`src/rtl/div_pkg.sv`:
```
// Shared constants and state encoding for the sequential unsigned divider.
package div_pkg;

  localparam int DIV_N = 16;

  typedef enum logic [1:0] {
    IDLE = 2'd0,
    RUN  = 2'd1,
    DONE = 2'd2
  } div_state_t;

  localparam logic [DIV_N-1:0] DIV_EXC_Q = '1;

endpackage

```
`src/rtl/unsigned_div_step.sv`:
```
// One restoring-division step: shift in the next dividend bit, trial-subtract.
module unsigned_div_step #(
  parameter int N = 16
) (
  input  logic [N:0]   r,
  input  logic [N-1:0] q,
  input  logic [N-1:0] divisor,
  output logic [N:0]   r_nxt,
  output logic [N-1:0] q_nxt
);

  // r stays below divisor, so its top bit is always 0; keeping it in the
  // trial value is numerically the same as using r[N-1:0].
  logic [N+1:0] t;
  logic         ge;

  assign t     = {r, q[N-1]};
  assign ge    = (t >= (N+2)'(divisor));
  assign r_nxt = ge ? (N+1)'(t - (N+2)'(divisor)) : t[N:0];
  assign q_nxt = {q[N-2:0], ge};

endmodule

```
`src/rtl/unsigned_div_seq.sv`:
```
// 2N/N unsigned restoring divider, one quotient bit per clock, with
// divide-by-zero and quotient-overflow detection.
module unsigned_div_seq
  import div_pkg::*;
#(
  parameter int N = DIV_N
) (
  input  logic           clk,
  input  logic           rst_n,
  input  logic           start,
  input  logic [2*N-1:0] dividend,
  input  logic [N-1:0]   divisor,
  output logic           busy,
  output logic           done,
  output logic [N-1:0]   quotient,
  output logic [N-1:0]   remainder,
  output logic           div_by_zero,
  output logic           overflow
);

  localparam int CW = $clog2(N) + 1;

  div_state_t    state, state_nxt;
  logic [CW-1:0] cnt;
  logic [N:0]    r_q, r_nxt;
  logic [N-1:0]  q_q, q_nxt, dvsr_q;
  logic          exc_dz, exc_ov;
  logic          in_dz, in_ov, accept, last_step, exc, finish;

  assign in_dz     = (divisor == '0);
  assign in_ov     = !in_dz && (dividend[2*N-1:N] >= divisor);
  assign accept    = (state == IDLE) && start;
  assign last_step = (cnt == CW'(N-1));
  assign exc       = exc_dz || exc_ov;
  assign finish    = (state == RUN) && (state_nxt == DONE);

  unsigned_div_step #(.N(N)) u_step (
    .r       (r_q),
    .q       (q_q),
    .divisor (dvsr_q),
    .r_nxt   (r_nxt),
    .q_nxt   (q_nxt)
  );

  // Exceptions still spend one RUN cycle so results land on edge 1.
  always_comb begin
    state_nxt = state;
    case (state)
      IDLE:    if (start) state_nxt = RUN;
      RUN:     if (exc || last_step) state_nxt = DONE;
      DONE:    state_nxt = IDLE;
      default: state_nxt = IDLE;
    endcase
  end

  always_ff @(posedge clk or negedge rst_n) begin
    if (!rst_n) state <= IDLE;
    else        state <= state_nxt;
  end

  always_ff @(posedge clk or negedge rst_n) begin
    if (!rst_n) begin
      cnt    <= '0;
      r_q    <= '0;
      q_q    <= '0;
      dvsr_q <= '0;
      exc_dz <= 1'b0;
      exc_ov <= 1'b0;
    end else if (accept) begin
      cnt    <= '0;
      r_q    <= {1'b0, dividend[2*N-1:N]};
      q_q    <= dividend[N-1:0];
      dvsr_q <= divisor;
      exc_dz <= in_dz;
      exc_ov <= in_ov;
    end else if ((state == RUN) && !exc) begin
      cnt <= cnt + 1'b1;
      r_q <= r_nxt;
      q_q <= q_nxt;
    end
  end

  // Result registers change only on the edge entering DONE.
  always_ff @(posedge clk or negedge rst_n) begin
    if (!rst_n) begin
      quotient    <= '0;
      remainder   <= '0;
      div_by_zero <= 1'b0;
      overflow    <= 1'b0;
    end else if (finish) begin
      if (exc_dz) begin
        quotient    <= '1;
        remainder   <= q_q;
        div_by_zero <= 1'b1;
        overflow    <= 1'b0;
      end else if (exc_ov) begin
        quotient    <= '1;
        remainder   <= '0;
        div_by_zero <= 1'b0;
        overflow    <= 1'b1;
      end else begin
        quotient    <= q_nxt;
        remainder   <= r_nxt[N-1:0];
        div_by_zero <= 1'b0;
        overflow    <= 1'b0;
      end
    end
  end

  assign busy = (state != IDLE);
  assign done = (state == DONE);

endmodule
```
`config.mk`:
```
export PLATFORM = sky130hd
export DESIGN_NAME = unsigned_div_seq
export DESIGN_NICKNAME = d
export VERILOG_FILES = /design/src/rtl/div_pkg.sv /design/src/rtl/unsigned_div_step.sv /design/src/rtl/unsigned_div_seq.sv
export SDC_FILE = /design/constraint.sdc
export NUM_CORES = 1
export LEC_CHECK = 0
export CORE_ASPECT_RATIO = 0.7
export CORE_UTILIZATION = 64
export CTS_CLUSTER_DIAMETER = 200
export DETAILED_ROUTE_END_ITERATION = 7
export DONT_BUFFER_PORTS = 1
export GPL_TIMING_DRIVEN = 0
export MAX_ROUTING_LAYER = met4
export PLACE_DENSITY = 0.9
export SLEW_MARGIN = 25
export SYNTH_ARGS = -nofsm -noshare
export SYNTH_HDL_FRONTEND = slang
export SYNTH_HIERARCHICAL = 1
export SYNTH_SLANG_ARGS = --single-unit
```
`constraint.sdc`:
```
create_clock -name clk -period 3 [get_ports clk]
set_input_delay 0.3 -clock clk [delete_from_list [all_inputs] [get_ports clk]]
set_output_delay 0.3 -clock clk [all_outputs]
set_load 0.01 [all_outputs]
```
==> impl_metrics.tcl <==
set metrics [dict create \
    crit_path_launch_type "flip-flop" \
    leakage_nw 2.84 \
    postSynthRegisterBits 92 \
    place_hpwl_um 10400 \
    tritoncts_num_sinks 92 \
    via_per_inst 6.49 \
    switching_portion_of_total_power 0.463 \
    detailed_router_iteration_count_before_antenna_repair 8 \
    final_critical_path_setup_slack_ns 0.0749 \
    drt_drc_violations_left 4 \
    power_switching_mw 3.61 \
    initial_antenna_violation_count 0 \
    global_route_wire_length_before_repair_um 23200 \
    register_area_um2 2300 \
    drt.antenna.violating_nets 0 \
    pre_cts_ws_ns 0.0175 \
    dieWidth_um 111 \
    floorplan.die_area_um2 8690 \
    slew_headroom 0.515 \
    clock_skew_ns 0.00780 \
    yosysTopAreaCell "sky130_fd_sc_hd__dfrtp_1" \
    min_path_type "in -> reg" \
    die_y_extent_um 78.3 \
    setup_violations 0 \
    synth_top_area_share 0.432 \
    tns_ns 0 \
    io_pins 87 \
    vias_in_the_first_global_route 4621 \
    finish.net_count 695 \
    core_area_um2 7970 \
    ys_warn_count 6 \
    drv_slew 0 \
    initial_core_utilization 0.668 \
    final_design_area_no_fill_um2 5910 \
    syn_inst 586 \
    buffer_ports.inserted 0 \
    cap_viol_max_count 0 \
    cp_max_fo 7 \
    crit_type "reg -> reg" \
    failed_checks "DRC" \
    cts-buffers-inserted 9 \
    synth_top_cells_by_area "sky130_fd_sc_hd__dfrtp_1 (43%), sky130_fd_sc_hd__nand2_1 (8.6%), sky130_fd_sc_hd__ha_1 (8.0%)" \
    place.gp.congestion 0.917 \
    synthesis.area_um2 5320 \
    cts_max_path_bufs 2 \
    timing.critical_path.arrival_ns 3.16 \
    post_route_cells_drive_above_1_share 0.134 \
    power.share.clock 0.141 \
    drt_wl_total_um 14700 \
    worst_tran_pin_value_ns 0.720 \
    worst_setup_sp "q_q[15]" \
    overflow 0 \
    dr_total_vias 4640 \
    max_freq_mhz 342 \
    synthArstFlopShare 1.00 \
    flow.area_growth_from_synthesis_pct 11.1 \
    antenna_cells_inserted 0 \
    synthesis.area_per_instance_um2 9.09 \
    outcome "finished with violations" \
    power_report.internal_total_mw 4.20 \
    post_synth_edffs 0 \
    post-route-period-util 0.975 \
    clkTransAtPathRegs_ns 0.07 \
    min_from "divisor[0]" \
    power_frac_comb 0.614 \
    power_density_nw_per_um2 1320 \
    synth_cell_types 51 \
    maximum_number_of_pins_on_one_net_before_global_route_repair 93 \
    multi_input_area_um2 2640 \
    report.power.total_mw 7.81 \
    max-vdd-ir-drop_mv 0.887 \
    cts_htree_levels 3 \
    cts-root-buf "sky130_fd_sc_hd__clkbuf_16" \
    clkLatencyLatePin_ns 0.35 \
    critPathRequiredTime_ns 3.24 \
    yosys_most_used_dff "sky130_fd_sc_hd__dfrtp_1" \
    rows 27 \
    synth-seq-area-share 0.432 \
    groute.usage.overall 0.362 \
    seq_power_share 0.245 \
    worstReg2RegStart "q_q[15]" \
    critical_path.endpoint_type "flip-flop" \
    fin_util 0.742 \
    fillCellCount 555 \
    report.final.hold_viol_count 0 \
    final_period_minus_worst_setup_slack_ns 2.93 \
    mappedNetlistNets 672 \
    post_drt_wl_per_cell_um 20.6 \
    clock_tree_from_tritoncts "built" \
    drt_first_iter_violations 515 \
    placedInstanceArea_um2 5450 \
]
[cell usage in the layout, fill, tap and decap left out, types with 9 or more instances in the layout]
cell type / Yosys / routed
sky130_fd_sc_hd__o22a_1: 16 / 16
sky130_fd_sc_hd__a22oi_1: 47 / 43
sky130_fd_sc_hd__xor2_1: 9 / 9
sky130_fd_sc_hd__o21ai_0: 30 / 30
sky130_fd_sc_hd__nor2_1: 30 / 30
sky130_fd_sc_hd__buf_4: 18 / 26
sky130_fd_sc_hd__clkbuf_1: 12 / 12
sky130_fd_sc_hd__ha_1: 34 / 33
sky130_fd_sc_hd__nand2_1: 122 / 122
sky130_fd_sc_hd__clkbuf_16: 0 / 10
sky130_fd_sc_hd__a21oi_1: 21 / 20
sky130_fd_sc_hd__buf_2: 12 / 12
sky130_fd_sc_hd__dfrtp_1: 92 / 92
sky130_fd_sc_hd__inv_1: 40 / 40
sky130_fd_sc_hd__nand3_1: 19 / 19
[synthesized netlist by cell type, drive strengths merged (8+ instances only)]
cell type	count
dfrtp	92
o22a	16
a22oi	47
xor2	9
nand2	122
mux2	8
inv	41
nand3	20
buf	32
nor2	31
ha	34
a21oi	21
clkbuf	12
o21ai	30
[registers in the layout, summed over array words and instances (netlist names)]
name         count
r_q             17
dvsr_q          16
q_q             16
quotient        16
remainder       16
cnt              5
state            2
div_by_zero      1
exc_dz           1
exc_ov           1
overflow         1
[timing repair]
action,CTS,global route
endpoints found under the hold margin,92,0
endpoints found under the setup margin,0,23
buffers inserted,0,9
hold buffers,2,0
resized for setup,0,12
[stage by stage]
step                std cells  hold WS, ns
floorplan                 586      0.00441
global placement          687      0.00752
detailed placement        687      0.00609
CTS                       705       0.0532
global route              715       0.0571
finish                    715       0.0571
[layer usage]
metal  track usage  part of all wire  vias up
met1         0.471              0.43     2257
met3         0.108             0.094       45
met5             -                 0        -
met2         0.547              0.45      248
li1              -                 -     2090
met4         0.126             0.029        0
[power groups by stage]
stage / Sequential, mW / Combinational, mW / Clock (mW)
6_report: 1.91 / 4.79 / 1.10
3_5_place_dp: 1.92 / 4.09 / 0
4_1_cts: 1.90 / 4.20 / 1.12
3_3_place_gp: 1.90 / 3.97 / 0
2_1_floorplan: 1.83 / 3.21 / 0
5_1_grt: 1.95 / 5.19 / 1.16
[critical path: stages (launching register included)]
cell,delay (ns)
sky130_fd_sc_hd__dfrtp_1,0.42
sky130_fd_sc_hd__inv_1,0.07
sky130_fd_sc_hd__ha_2,0.17
sky130_fd_sc_hd__inv_1,0.05
sky130_fd_sc_hd__fa_2,0.34
sky130_fd_sc_hd__a21o_1,0.19
sky130_fd_sc_hd__a221o_2,0.43
sky130_fd_sc_hd__o211ai_2,0.23
sky130_fd_sc_hd__nand3_4,0.17
sky130_fd_sc_hd__buf_4,0.19
sky130_fd_sc_hd__mux2_2,0.30
sky130_fd_sc_hd__a22oi_1,0.18
sky130_fd_sc_hd__nand2_1,0.08
[path summary, 6_finish.rpt]
| check | endpoint | slack [ns] | cells after the start |
|---|---|---|---|
| worst max-delay path | r_q[6] | 0.07 | 12 |
| worst min-delay path | dvsr_q[0] | 0.06 | 2 |
| worst max register to register | r_q[6] | 0.07 | 12 |
| worst min register to register | dvsr_q[11] | 0.49 | 2 |
| max in group asynchronous | dvsr_q[5] | 2.10 | 2 |
| min in group asynchronous | dvsr_q[13] | 0.52 | 2 |
[layout make-up]
cell class              instances  share of cell area
multi-input cells             409               0.447
flip-flops and latches         92               0.389
plain buffers                  44              0.0459
clock buffers                  10              0.0404
inverters                      41              0.0260
repair buffers                 12              0.0226
well taps                     101              0.0214
clock inverters                 6             0.00783
[logic make-up (layout without fill, tap and decap cells)]
| group | count (synthesis) | in the layout | share of synthesized area |
|---|---|---|---|
| XOR/XNOR | 15 | 15 | 0.0247 |
| buffers and inverters | 85 | 113 | 0.0783 |
| AND/OR/NAND/NOR | 201 | 201 | 0.165 |
| flip-flops | 92 | 92 | 0.432 |
| multiplexers | 8 | 8 | 0.0183 |
| adder cells (fa/ha/maj) | 35 | 35 | 0.0837 |
| AO/OA/AOI/OAI | 150 | 150 | 0.198 |
No activity file was read; power rests on OpenSTA's default activity.
